`src/rtl/alu_op_sequencer.sv`:
```
// Hardwired T-step control FSM for the single-bus datapath: fetch with memory-ready wait and
// timeout, then execute three-register ALU instructions with illegal-opcode trapping.
module alu_op_sequencer #(
    parameter int unsigned NUM_REGS    = 16,
    parameter int unsigned RF_W        = 4,
    parameter int unsigned ALUOP_W     = 4,
    parameter int unsigned MEM_TIMEOUT = 15
) (
    input  logic                clock,
    input  logic                clear,
    input  logic                run,
    input  logic                mem_ready,
    input  logic [31:0]         IR_q,
    output logic [NUM_REGS-1:0] Rin,
    output logic [NUM_REGS-1:0] Rout,
    output logic                PCin,
    output logic                PCout,
    output logic                IncPC,
    output logic                MARin,
    output logic                Read,
    output logic                MDRin,
    output logic                MDRout,
    output logic                IRin,
    output logic                Yin,
    output logic                Zlowin,
    output logic                Zlowout,
    output logic [ALUOP_W-1:0]  ALUop,
    output logic                busy,
    output logic                done,
    output logic                illegal,
    output logic                fault
);

    typedef enum logic [3:0] {
        StIdle, StT0, StT1, StT1w, StT2, StT3, StT4, StT5, StFault
    } state_e;

    state_e     state_q, state_d;
    logic [7:0] wait_q, wait_d;
    logic       illegal_q, illegal_d;
    logic       fault_q, fault_d;

    logic [4:0]      opcode;
    logic [RF_W-1:0] ra, rb, rc;
    logic            regs_ok;
    logic            legal;
    logic            unused_ir;

    assign opcode    = IR_q[31:27];
    assign ra        = IR_q[26 -: RF_W];
    assign rb        = IR_q[22 -: RF_W];
    assign rc        = IR_q[18 -: RF_W];
    assign unused_ir = ^IR_q[14:0];

    // Index range only needs checking when the field can name a register that does not exist.
    if (NUM_REGS < (1 << RF_W)) begin : g_reg_check
        assign regs_ok = (32'(ra) < NUM_REGS) && (32'(rb) < NUM_REGS) && (32'(rc) < NUM_REGS);
    end else begin : g_reg_nocheck
        assign regs_ok = 1'b1;
    end

    assign legal = (opcode <= 5'd8) && regs_ok;

    always_ff @(posedge clock) begin
        if (clear) begin
            state_q   <= StIdle;
            wait_q    <= 8'd0;
            illegal_q <= 1'b0;
            fault_q   <= 1'b0;
        end else begin
            state_q   <= state_d;
            wait_q    <= wait_d;
            illegal_q <= illegal_d;
            fault_q   <= fault_d;
        end
    end

    always_comb begin
        state_d   = state_q;
        wait_d    = wait_q;
        illegal_d = illegal_q;
        fault_d   = fault_q;
        Rin       = '0;
        Rout      = '0;
        PCin      = 1'b0;
        PCout     = 1'b0;
        IncPC     = 1'b0;
        MARin     = 1'b0;
        Read      = 1'b0;
        MDRin     = 1'b0;
        MDRout    = 1'b0;
        IRin      = 1'b0;
        Yin       = 1'b0;
        Zlowin    = 1'b0;
        Zlowout   = 1'b0;
        ALUop     = '0;
        done      = 1'b0;

        unique case (state_q)
            StIdle: begin
                if (run) begin
                    state_d   = StT0;
                    illegal_d = 1'b0;
                end
            end
            StT0: begin
                PCout   = 1'b1;
                MARin   = 1'b1;
                IncPC   = 1'b1;
                Zlowin  = 1'b1;
                state_d = StT1;
            end
            StT1: begin
                Zlowout = 1'b1;
                PCin    = 1'b1;
                Read    = 1'b1;
                MDRin   = 1'b1;
                if (mem_ready) begin
                    state_d = StT2;
                end else begin
                    state_d = StT1w;
                    wait_d  = 8'd1;
                end
            end
            StT1w: begin
                // PC was already reloaded in T1; only keep the read open.
                Read  = 1'b1;
                MDRin = 1'b1;
                if (mem_ready) begin
                    state_d = StT2;
                end else if (wait_q == 8'(MEM_TIMEOUT)) begin
                    state_d = StFault;
                    fault_d = 1'b1;
                end else begin
                    wait_d = wait_q + 8'd1;
                end
            end
            StT2: begin
                MDRout  = 1'b1;
                IRin    = 1'b1;
                state_d = StT3;
            end
            StT3: begin
                if (legal) begin
                    Rout    = NUM_REGS'(1) << rb;
                    Yin     = 1'b1;
                    state_d = StT4;
                end else begin
                    illegal_d = 1'b1;
                    state_d   = StIdle;
                end
            end
            StT4: begin
                Rout    = NUM_REGS'(1) << rc;
                ALUop   = opcode[ALUOP_W-1:0];
                Zlowin  = 1'b1;
                state_d = StT5;
            end
            StT5: begin
                Zlowout = 1'b1;
                Rin     = NUM_REGS'(1) << ra;
                done    = 1'b1;
                if (run) begin
                    state_d   = StT0;
                    illegal_d = 1'b0;
                end else begin
                    state_d = StIdle;
                end
            end
            StFault: begin
                state_d = StFault;
            end
            default: begin
                state_d = StIdle;
            end
        endcase
    end

    assign busy    = (state_q != StIdle) && (state_q != StFault);
    assign illegal = illegal_q;
    assign fault   = fault_q;

endmodule

```
`config.mk`:
```
export PLATFORM = sky130hd
export DESIGN_NAME = alu_op_sequencer
export DESIGN_NICKNAME = d
export VERILOG_FILES = /design/src/rtl/alu_op_sequencer.sv
export SDC_FILE = /design/constraint.sdc
export NUM_CORES = 1
export LEC_CHECK = 0
export CAP_MARGIN = 20
export CORE_UTILIZATION = 35
export DETAILED_ROUTE_END_ITERATION = 8
export PLACE_DENSITY_LB_ADDON = 0.25
export SLEW_MARGIN = 5
export SYNTH_ARGS = -nofsm -noshare
export SYNTH_HDL_FRONTEND = slang
export SYNTH_SLANG_ARGS = --single-unit
```
`constraint.sdc`:
```
create_clock -name clock -period 2.41 [get_ports clock]
set_input_delay 0.3615 -clock clock [delete_from_list [all_inputs] [get_ports clock]]
set_output_delay 0.3615 -clock clock [all_outputs]
set_load 0.005 [all_outputs]
```
[Word-level counts from Yosys, hierarchy flattened]
Cells that the tools add are included.
Word-level totals
  memory bits (read-only): 0
  memories: 0
  output and inout bits: 51
  latch bits: 0
  input port bits: 36
  flip-flop bits (word level): 14
  bits in writable memories: 0
  logic and storage cells: 67
Operators by class
  eq/ne operators: 17
  bitwise logic cells: 1
  muxes and demuxes: 27
  order comparisons: 1
  multipliers: 0
  reduce and logical (&&, ||, !) cells: 13
  div/mod/pow operators: 0
  $add $sub $neg: 1
  shifts and indexed selects: 3
Operators with widths (number)
  $shl 1x4->16 const A: 3
  $pmux 4 s9: 1
  $mux 16: 2
  $pmux 16 s2: 1
  $mux 8: 3
  $eq 4x3->1 const B: 4
  $mux 4: 4
  $pmux 8 s2: 1
  $mux 1: 12
  $ne 2x2->1 const B: 5
  $add 8x1->8 const B: 1
  $eq 4x2->1 const B: 2
  $eq 8x4->1 const B: 1
  $reduce_or 2->1: 4
  $mux 3: 2
  $reduce_and 3->1: 2
  $le 5x4->1 const B: 1
  $eq 4x1->1 const B: 1
  $eq 4x4->1 const B: 1
  $logic_not 4->1: 1
  $ne 4x4->1 const B: 1
  $reduce_and 4->1: 1
  $reduce_bool 2->1: 2
  $reduce_bool 4->1: 1
  other kinds (6): 6

[Logic depth before layout (Yosys ltp)]
Gate-level depths: netlist of the first run.
  depth after elaboration: 4
  depth in mapped cells: 7
  mapped depth without buffers: 5

[Least setup slack after synthesis of the first run]
OpenSTA, ideal clock, no wires.
  kind: input -> output
  start: input IR_q[27]
  end: output Rout[4]
  path buffers: 1
  path slack: 0.323 ns
  stages: 6
  data arrival time: 1.726 ns
  data required time: 2.049 ns
  path through: o31a_1 > or4_4 > inv_2 > nand2b_1 > buf_2 > o32ai_1
Between the ends
  cells in the longest elaborated chain, start to end: 3
RTL lines
  start, declared: line 13  | input logic [31:0] IR_q,
  $le 5x4->1: line 62  | assign legal = (opcode <= 5'd8) && regs_ok;
  $mux 16: line 144  | if (legal) begin
  $pmux 16 s2: line 99  | unique case (state_q)
  end, declared: line 15  | output logic [NUM_REGS-1:0] Rout,
Every way passes these cells.

[Worst setup path after layout of the first run]
  start: input IR_q[28]
  end: output Rout[13]
The elaborated chain is that of the path after synthesis.

==> flow_summary.yaml, run 1 <==
synth:
  yosysWarningCount: 0
  synth-seq-cells: 14
  synth.distinct_cells: 47
  ys_async_sr_fraction_pct: 0
  ys.flop_type: "dfxtp_1"
  syn_nets: 211
  synth.avg_cell_area_um2: 7.05
  synth-edff-count: 0
  netlist_area_mm2: 0.00123
  seq_area_frac_synth_pct: 22.9
  synthCells: 174
worst_setup_path:
  cp_num_cells: 8
  rr_worst_depth: 5
  critPathCapture: "Rout[13]"
  regToRegSetupSlack_ns: 0.56
  path_cells: "dlygate4sd2_1 -> o31a_1 -> or4_4 -> inv_4 -> buf_4 -> nand3_1 -> o22ai_1 -> buf_2"
  crit_arrival_ns: 2.00
  timing.critical_path.buf_inv: 4
  path_class: "input port to output pin"
  cpPeakStageDelay_ns: 0.56
  cp_max_fo: 4
  cp-start-kind: "input port"
  endpoint_kind: "output pin"
  startpoint: "IR_q[28]"
  worstReg2RegStart: "state_q[2]"
  critical-path-slowest-cell: "or4_4"
  timing.rr.end: "wait_q[3]"
  cp.required_ns: 2.05
  critical-path-top-delay-family: "simple AND/OR/NAND/NOR gates"
placed_design:
  gp_congestion: 0.778
  io_buffers: 71
  placed_cells: 292
  hpwl_um: 2990
  dpl_worst_slack_ns: -0.623
job:
  cap_violations: 0
sta:
  worstMarginPinSlew_ns: 0.579
  setup_viol: 0
  period_share_pct: 97.8
  hold_violations: 0
  timing.final.crit_period_ns: 2.36
  slew_viol_final: 0
  fin_skew_ns: 0.000881
  layout_setup_ws_ns: 0.0521
  fmax_mhz: 424
  relSlewSlack_pct: 61.1
hold_path:
  min_path_type: "flop to flop"
  worstHoldPathCells: 2
outcome:
  outcome: "complete, no violations"
routing:
  drt_iter0_drc: 99
  viasPerCell: 5.27
  first_pass_iters: 4
  wl_per_cell_um: 13.2
  ant_nets: 0
  via_count: 1596
  wl_um: 4000
  drc_errors: 0
clocking:
  cts_tree: "yes"
  clkTransAtPathRegs_ns: 0.08
  clock-sinks: 14
  cts.htree.levels: 1
  cts_made_buffers: 3
  clockBufferDepth: 2
  clk_latency_ns: 0.28
  root_buffer: "clkbuf_4"
floorplan:
  die_area_mm2: 0.00374
  die_x_um: 61.2
  start_util_pct: 36.7
  rows: 21
  core_region_area_mm2: 0.00334
  chipHeight_um: 61.2
  ios: 87
final_layout:
  final_common_cell: "clkdlybuf4s50_1"
  fillers: 302
  num_antenna_cells: 0
  layout.nets: 295
  drive_above_1_share_pct: 25.7
  instances_no_fill: 303
  post-route-util_pct: 64.5
  area_delta_synth_final_pct: 75.5
  mostFrequentLayoutCells: "clkdlybuf4s50_1 (42), nor2_1 (21), buf_4 (16)"
global_routing:
  grt_pass1_vias: 1286
  grt_first_pass_wirelength_um: 5650
  antenna_found_initial: 0
  grt_max_degree: 15
  grt-ovfl-total: 0
  track_usage_pct: 19.7
power_and_ir_drop:
  max-vdd-ir-drop_v: 0.000336
  powerDensity_mw_per_mm2: 276
  total_power_w: 0.000594
  leakage_nw: 0.988
==> synthesized netlist by cell type, drive strengths merged, types with 3 or more instances <==
| master | instances | share of area (%) |
|---|---|---|
| o32ai | 3 | 2.1 |
| clkbuf | 3 | 0.92 |
| o21ai | 8 | 3.3 |
| o22ai | 9 | 4.6 |
| nor2 | 22 | 6.7 |
| a211oi | 3 | 1.8 |
| nor3 | 8 | 3.3 |
| buf | 8 | 5.0 |
| dfxtp | 14 | 23 |
| nand3b | 3 | 1.8 |
| and2 | 5 | 2.6 |
| or2 | 3 | 1.5 |
| nand2b | 12 | 6.1 |
| or3 | 4 | 2.0 |
| inv | 8 | 2.4 |
| a21oi | 9 | 3.7 |
| nor2b | 3 | 1.5 |
| nand3 | 11 | 4.5 |
| nand2 | 12 | 3.7 |
==> where the power goes <==
group / internal, W / total, W / leakage, nW / switching [W]
logic: 0.000101 / 0.000186 / 0.853 / 0.0000848
clock network: 0.0000919 / 0.000166 / 0.0210 / 0.0000739
registers: 0.000237 / 0.000243 / 0.114 / 0.00000523
==> state kept, by name, indices dropped and copies added (netlist names) <==
| signal | count |
|---|---|
| wait_q | 8 |
| illegal | 1 |
| state_q | 4 |
| fault | 1 |
==> layer usage <==
layer / up-vias / track usage (%) / wire length (um)
met4: 0 / 5.84 / 34
li1: 792 / - / -
met5: - / 0 / 0
met2: 66 / 34.3 / 1950
met1: 733 / 24.9 / 1650
met3: 5 / 3.15 / 372
==> worst reg2reg max path: cells and delay by family (launching register included) <==
family / cells / cell delay [ns]
DFF: 1 / 0.31
and+or+nand+nor: 2 / 0.92
AOI/OAI and AO/OA: 2 / 0.39
buffers and inverters: 1 / 0.16
==> cells by family (layout without fill, tap and decap cells) <==
logic type,Yosys count,after routing,synth area share (%)
and+or+nand+nor,95,95,42.4
AOI/OAI and AO/OA,40,40,21.6
buffers and inverters,19,102,8.37
DFF,14,14,22.9
xor gates and xnor gates,4,4,2.86
adders and majority gates,1,1,1.02
muxes,1,1,0.816
==> worst min path at each step <==
stage / start / to
2_1_floorplan: fault / fault
3_3_place_gp: fault / fault
3_5_place_dp: fault / fault
4_1_cts: fault / fault
5_1_grt: fault / fault
6_report: fault / fault
==> stage by stage <==
| step | hold slack, ns | setup TNS (ns) | instance area [um2] |
|---|---|---|---|
| finish | 0.453 | 0 | 2150 |
| floorplan | 0.442 | 0 | 1230 |
| detailed placement | 0.449 | -8.80 | 2010 |
| global route | 0.488 | -0.0605 | 2150 |
| global placement | 0.442 | -8.46 | 2010 |
| CTS | 0.460 | -0.265 | 2030 |
==> area by class of cell <==
type / count / area (um2) / area share, %
inverter: 8 / 32.5 / 1.51
multi-input combinational: 141 / 938 / 43.6
clock buffer: 4 / 36.3 / 1.69
timing repair buffer: 90 / 806 / 37.4
tap: 46 / 57.6 / 2.67
sequential: 14 / 282 / 13.1
==> repair_timing <==
action | in CTS | in global routing
endpoints found under the setup margin | 22 | 29
gates resized for setup | 68 | 31
pin swaps | 3 | 5
buffers inserted | 1 | 6
hold buffers | 0 | 0
(Power assumes the default switching activity.)
==> inputs of run 2 (changes only) <==
--- a/config.mk
+++ b/config.mk
@@ -6,9 +6,10 @@
 export NUM_CORES = 1
 export LEC_CHECK = 0
 export CAP_MARGIN = 20
-export CORE_UTILIZATION = 35
+export CORE_UTILIZATION = 40
 export DETAILED_ROUTE_END_ITERATION = 8
-export PLACE_DENSITY_LB_ADDON = 0.25
+export DONT_BUFFER_PORTS = 1
+export PLACE_DENSITY = 0.58
 export SLEW_MARGIN = 5
 export SYNTH_ARGS = -nofsm -noshare
 export SYNTH_HDL_FRONTEND = slang
==> run 2 against run 1 <==
The flow now finishes with violations (DRC). Cell count is 32% lower. Via count is 21% lower. Worst hold slack worse by 0.33 ns. Register-to-register slack hardly changed. Clock power is 4% higher. Die area is 12% lower. Clock skew is 0.0020 ns higher. Maximum frequency is 0.70% lower. Highest routed layer unchanged. Design area is 39% lower. Power is 13% lower.
==> flow_summary.yaml, run 2 (synthesis results as in run 1) <==
clocking:
  post_cts_buffers: 0
  clockBufferDepth: 2
  cts_made_buffers: 3
  cts_tree: "yes"
  ctsHoldBuffers: 0
  root_buffer: "clkbuf_4"
  clk_latency_ns: 0.29
  cts.htree.levels: 1
  clkTransAtPathRegs_ns: 0.09
  clock-sinks: 14
global_routing:
  grt_pass1_vias: 1072
  grt_first_pass_wirelength_um: 4770
  track_usage_pct: 18.2
  grt-ovfl-total: 0
  antenna_found_initial: 0
  grt_max_degree: 17
floorplan:
  die_x_um: 57.4
  core_region_area_mm2: 0.00283
  start_util_pct: 43.3
  die_area_mm2: 0.00329
  chipHeight_um: 57.4
  rows: 19
  ios: 87
worst_setup_path:
  path_cells: "nand2b_1 -> or4_4 -> inv_2 -> nand2_1 -> o32ai_2"
  path_class: "flop to output pin"
  timing.critical_path.buf_inv: 1
  cp_max_fo: 6
  cp-start-kind: "flop"
  cpPeakStageDelay_ns: 0.57
  cp.required_ns: 2.05
  critical-path-top-delay-family: "simple AND/OR/NAND/NOR gates"
  critical-path-slowest-cell: "or4_4"
  crit_arrival_ns: 2.01
  endpoint_kind: "output pin"
routing:
  first_pass_iters: 8
  drt_iter0_drc: 108
  viasPerCell: 6.19
  wl_per_cell_um: 15.5
  wl_um: 3180
  ant_nets: 0
  via_count: 1268
  drc_errors: 10
final_layout:
  regMostFlops: "wait_q"
  multiInputGateArea_um2: 878
  drive_above_1_share_pct: 14.4
  area_delta_synth_final_pct: 7.35
  final_common_cell: "nor2_1"
  largestRegisters: "wait_q: 8 flops, state_q: 4 flops"
  largest_register_ffs: 8
  mostFrequentLayoutCells: "nor2_1 (22), dfxtp_1 (14), nand2_1 (12)"
  instances_no_fill: 205
  fillers: 298
  layout.nets: 212
  num_antenna_cells: 0
  regArea_um2: 280
outcome:
  outcome: "finished, violations left"
  violations: "DRC"
sta:
  setup-tns-final_ns: 0
  fin_skew_ns: 0.00285
  fmax_mhz: 421
  period_share_pct: 98.5
  timing.final.crit_period_ns: 2.37
  relSlewSlack_pct: 61.5
  hold_violations: 0
  slew_viol_final: 0
  worstMarginPinSlew_ns: 0.572
  setup_viol: 0
job:
  cap_violations: 0
power_and_ir_drop:
  max-vdd-ir-drop_v: 0.000256
  powerDensity_mw_per_mm2: 391
  leakage_nw: 0.442
hold_path:
  min_path_type: "input port to flop"
placed_design:
  gp_congestion: 0.870
  io_buffers: 0
  placed_cells: 201
  hpwl_um: 2460
==> run 2: timing repair <==
item                       4_1_cts  5_1_grt
resized for setup                0        6
setup endpoints to repair        2        6
pin swaps                        0        0
==> run 2: report_power, final <==
group | total, W | switching (W) | internal (W)
registers | 0.000240 | 0.00000350 | 0.000237
clock network | 0.000173 | 0.0000810 | 0.0000920
logic | 0.000101 | 0.0000594 | 0.0000417
==> run 2: final timing paths <==
kind / start / endpoint / slack (ns) / depth (start not counted)
hold reg to reg: fault / fault / 0.47 / 2
setup reg to reg: state_q[2] / wait_q[3] / 0.57 / 5
hold / removal: clear / fault / 0.13 / 1
setup / recovery: state_q[3] / Rout[12] / 0.04 / 5
==> run 2: per-layer routing <==
metal / vias up / GRT usage, % / share of wire [%]
met2: 59 / 32.4 / 48
met5: - / 0 / 0
met3: 5 / 2.27 / 5.7
li1: 626 / - / -
met4: 0 / 7.32 / 1.4
met1: 578 / 22.1 / 45
==> run 2: cell type report <==
class	instances	share of cell area, %
Timing Repair Buffer	7	3.99
Inverter	8	2.28
Tap cell	31	2.95
Sequential cell	14	21.3
Clock buffer	4	2.76
Multi-Input combinational cell	141	66.7
==> run 2: metrics by stage <==
stage	area, um2	hold WS [ns]	util, %	setup WS (ns)	power [W]
2_1_floorplan	1230	0.442	-	0.323	0.000331
3_5_place_dp	1240	0.434	44.0	0.148	0.000344
3_3_place_gp	1240	0.432	44.0	0.163	0.000341
5_1_grt	1320	0.118	46.5	-0.0141	0.000539
6_report	1320	0.128	46.5	0.0354	0.000515
4_1_cts	1280	0.123	45.3	-0.0529	0.000516
==> run 2: worst register-to-register path, delay by kind of cell (launching register included) <==
family          cells  cell delay, ns
compound gates      2            0.38
buf+inv             1            0.16
flops               1            0.32
simple gates        2            0.92
==> inputs of run 3 (changes only) <==
--- a/config.mk
+++ b/config.mk
@@ -5,11 +5,9 @@
 export SDC_FILE = /design/constraint.sdc
 export NUM_CORES = 1
 export LEC_CHECK = 0
-export CAP_MARGIN = 20
-export CORE_UTILIZATION = 40
+export CORE_UTILIZATION = 35
 export DETAILED_ROUTE_END_ITERATION = 8
-export DONT_BUFFER_PORTS = 1
-export PLACE_DENSITY = 0.58
+export PLACE_DENSITY = 0.85
 export SLEW_MARGIN = 5
 export SYNTH_ARGS = -nofsm -noshare
 export SYNTH_HDL_FRONTEND = slang
==> run 3 against run 2 <==
The run now ends clean. First-iteration DRC count down 30%. Setup slack improved by 0.038 ns. Design area rose by 62%. Utilization is 17 points higher. Sequential share of layout area fell by 8.0 points. Wire length is 31% higher. Global-route usage up 3.1 points. Flip-flop and latch count unchanged.
==> flow_summary.yaml, run 3 (synthesis results as in run 1) <==
worst_setup_path:
  worstReg2RegStart: "state_q[2]"
  cp_max_fo: 4
  crit_arrival_ns: 1.97
  cp.required_ns: 2.05
  endpoint_kind: "output pin"
  rr_worst_depth: 5
  cpPeakStageDelay_ns: 0.55
  cp-start-kind: "input port"
  critical-path-top-delay-family: "buffers and inverters"
  timing.rr.end: "wait_q[3]"
  path_cells: "clkdlybuf4s50_1 -> or4_4 -> inv_4 -> buf_6 -> nand2_4 -> buf_4 -> o22ai_2 -> buf_2"
  timing.critical_path.buf_inv: 5
  critical-path-slowest-cell: "or4_4"
  path_class: "input port to output pin"
  regToRegSetupSlack_ns: 0.57
power_and_ir_drop:
  p_sw_share_pct: 27.8
  max-vdd-ir-drop_v: 0.000325
  powerDensity_mw_per_mm2: 284
  internal_power_w: 0.000436
  leakage_nw: 0.896
  p_sw_w: 0.000168
  seqPwrFrac_pct: 40.4
  combPwrFrac_pct: 32.2
  total_power_w: 0.000604
  power_frac_clock_pct: 27.5
routing:
  first_pass_iters: 5
  ant_nets: 0
  via_count: 1590
  viasPerCell: 5.20
  wl_um: 4170
  wl_per_cell_um: 13.6
  drc_errors: 0
  drt_iter0_drc: 76
final_layout:
  final_common_cell: "clkdlybuf4s50_1"
  layout.nets: 298
  post-route-util_pct: 63.7
  regMostFlops: "wait_q"
  fillers: 309
  largest_register_ffs: 8
  num_antenna_cells: 0
  area_delta_synth_final_pct: 73.5
  largestRegisters: "wait_q: 8 flops, state_q: 4 flops"
  mostFrequentLayoutCells: "clkdlybuf4s50_1 (45), nor2_1 (22), buf_4 (20)"
  drive_above_1_share_pct: 24.2
outcome:
  outcome: "complete, no violations"
global_routing:
  grt_pass1_vias: 1381
  track_usage_pct: 21.4
  grt_max_degree: 11
  antenna_found_initial: 0
  grt_first_pass_wirelength_um: 6090
  grt-ovfl-total: 0
clocking:
  cts_made_buffers: 3
  cts_tree: "yes"
  clkTransAtPathRegs_ns: 0.07
  clock-sinks: 14
  root_buffer: "clkbuf_4"
  cts.htree.levels: 1
  ctsHoldBuffers: 0
  clockBufferDepth: 2
  clk_latency_ns: 0.28
sta:
  timing.final.crit_period_ns: 2.34
  fmax_mhz: 428
  fin_skew_ns: 0.00792
  setup_viol: 0
  worstMarginPinSlew_ns: 0.602
  hold_violations: 0
  slew_viol_final: 0
  relSlewSlack_pct: 59.5
  period_share_pct: 96.9
hold_path:
  hold_end: "fault"
  min_path_type: "flop to flop"
  worstHoldPathCells: 2
  hold_start: "fault"
floorplan:
  start_util_pct: 36.7
  ios: 87
  die_x_um: 61.2
  chipHeight_um: 61.2
  die_area_mm2: 0.00374
  rows: 21
  core_region_area_mm2: 0.00334
placed_design:
  hpwl_um: 3210
  gp_congestion: 0.877
  io_buffers: 71
job:
  cap_violations: 0
run 3: cell count changes in the layout (fill, tap and decap cells not counted), moves of 3 or more:
cell / delta
clkdlybuf4s50_1: +45
buf_2: +14
buf_4: +13
dlygate4sd2_1: +7
dlymetal6s2s_1: +3
o22ai_1: -3
o22ai_2: +3
run 3: power by group through the flow:
stage               registers, W  logic (W)  clock network (W)
finish                  0.000244   0.000194           0.000166
global route            0.000245   0.000211           0.000188
CTS                     0.000243   0.000190           0.000172
detailed placement      0.000248   0.000189                  0
global placement        0.000247   0.000184                  0
floorplan               0.000248  0.0000833                  0
run 3: cell type report:
type	instances	area, um2	area share, %
timing repair buffer	93	807	37.9
multi-input combinational	141	911	42.8
inverter	8	32.5	1.53
clock buffer	4	36.3	1.71
tap	46	57.6	2.71
sequential	14	283	13.3
run 3: metrics by stage:
step / instance area (um2) / setup TNS [ns] / std cells / hold WS (ns) / worst slack [ns]
floorplan: 1230 / 0 / 174 / 0.442 / 0.323
global placement: 2050 / -8.10 / 297 / 0.440 / -0.553
detailed placement: 2050 / -8.76 / 297 / 0.443 / -0.591
CTS: 2060 / 0 / 302 / 0.462 / 0.00437
global route: 2130 / -0.0565 / 306 / 0.502 / -0.0379
finish: 2130 / 0 / 306 / 0.458 / 0.0737
run 3: timing repair:
item / 4_1_cts / 5_1_grt
pin swaps: 3 / 5
buffers inserted: 1 / 4
setup endpoints to repair: 20 / 17
gates resized for setup: 76 / 11
run 3: how the worst max path moves through the flow:
stage                     from      end  slack [ns]  depth (start not counted)
floorplan             IR_q[27]  Rout[4]        0.32                          6
global placement      IR_q[27]  Rout[5]       -0.55                          7
CTS                 state_q[3]  Rin[12]       0.004                          6
global route        state_q[3]  Rout[3]       -0.04                          8
detailed placement    IR_q[27]  Rout[4]       -0.59                          7
finish                IR_q[31]  Rout[9]        0.07                          8
run 3: worst reg2reg max path: cells and delay by family, from the launching register on:
family | cells | cell delay, ns
AO/OA/AOI/OAI | 2 | 0.39
flip-flops | 1 | 0.32
buffers and inverters | 1 | 0.14
AND/OR/NAND/NOR | 2 | 0.92
run 3: routing by layer:
layer	GRT usage (%)	routed length, um
met3	5.67	345
met2	39.0	2120
met4	3.57	35
met5	0	0
met1	25.4	1670
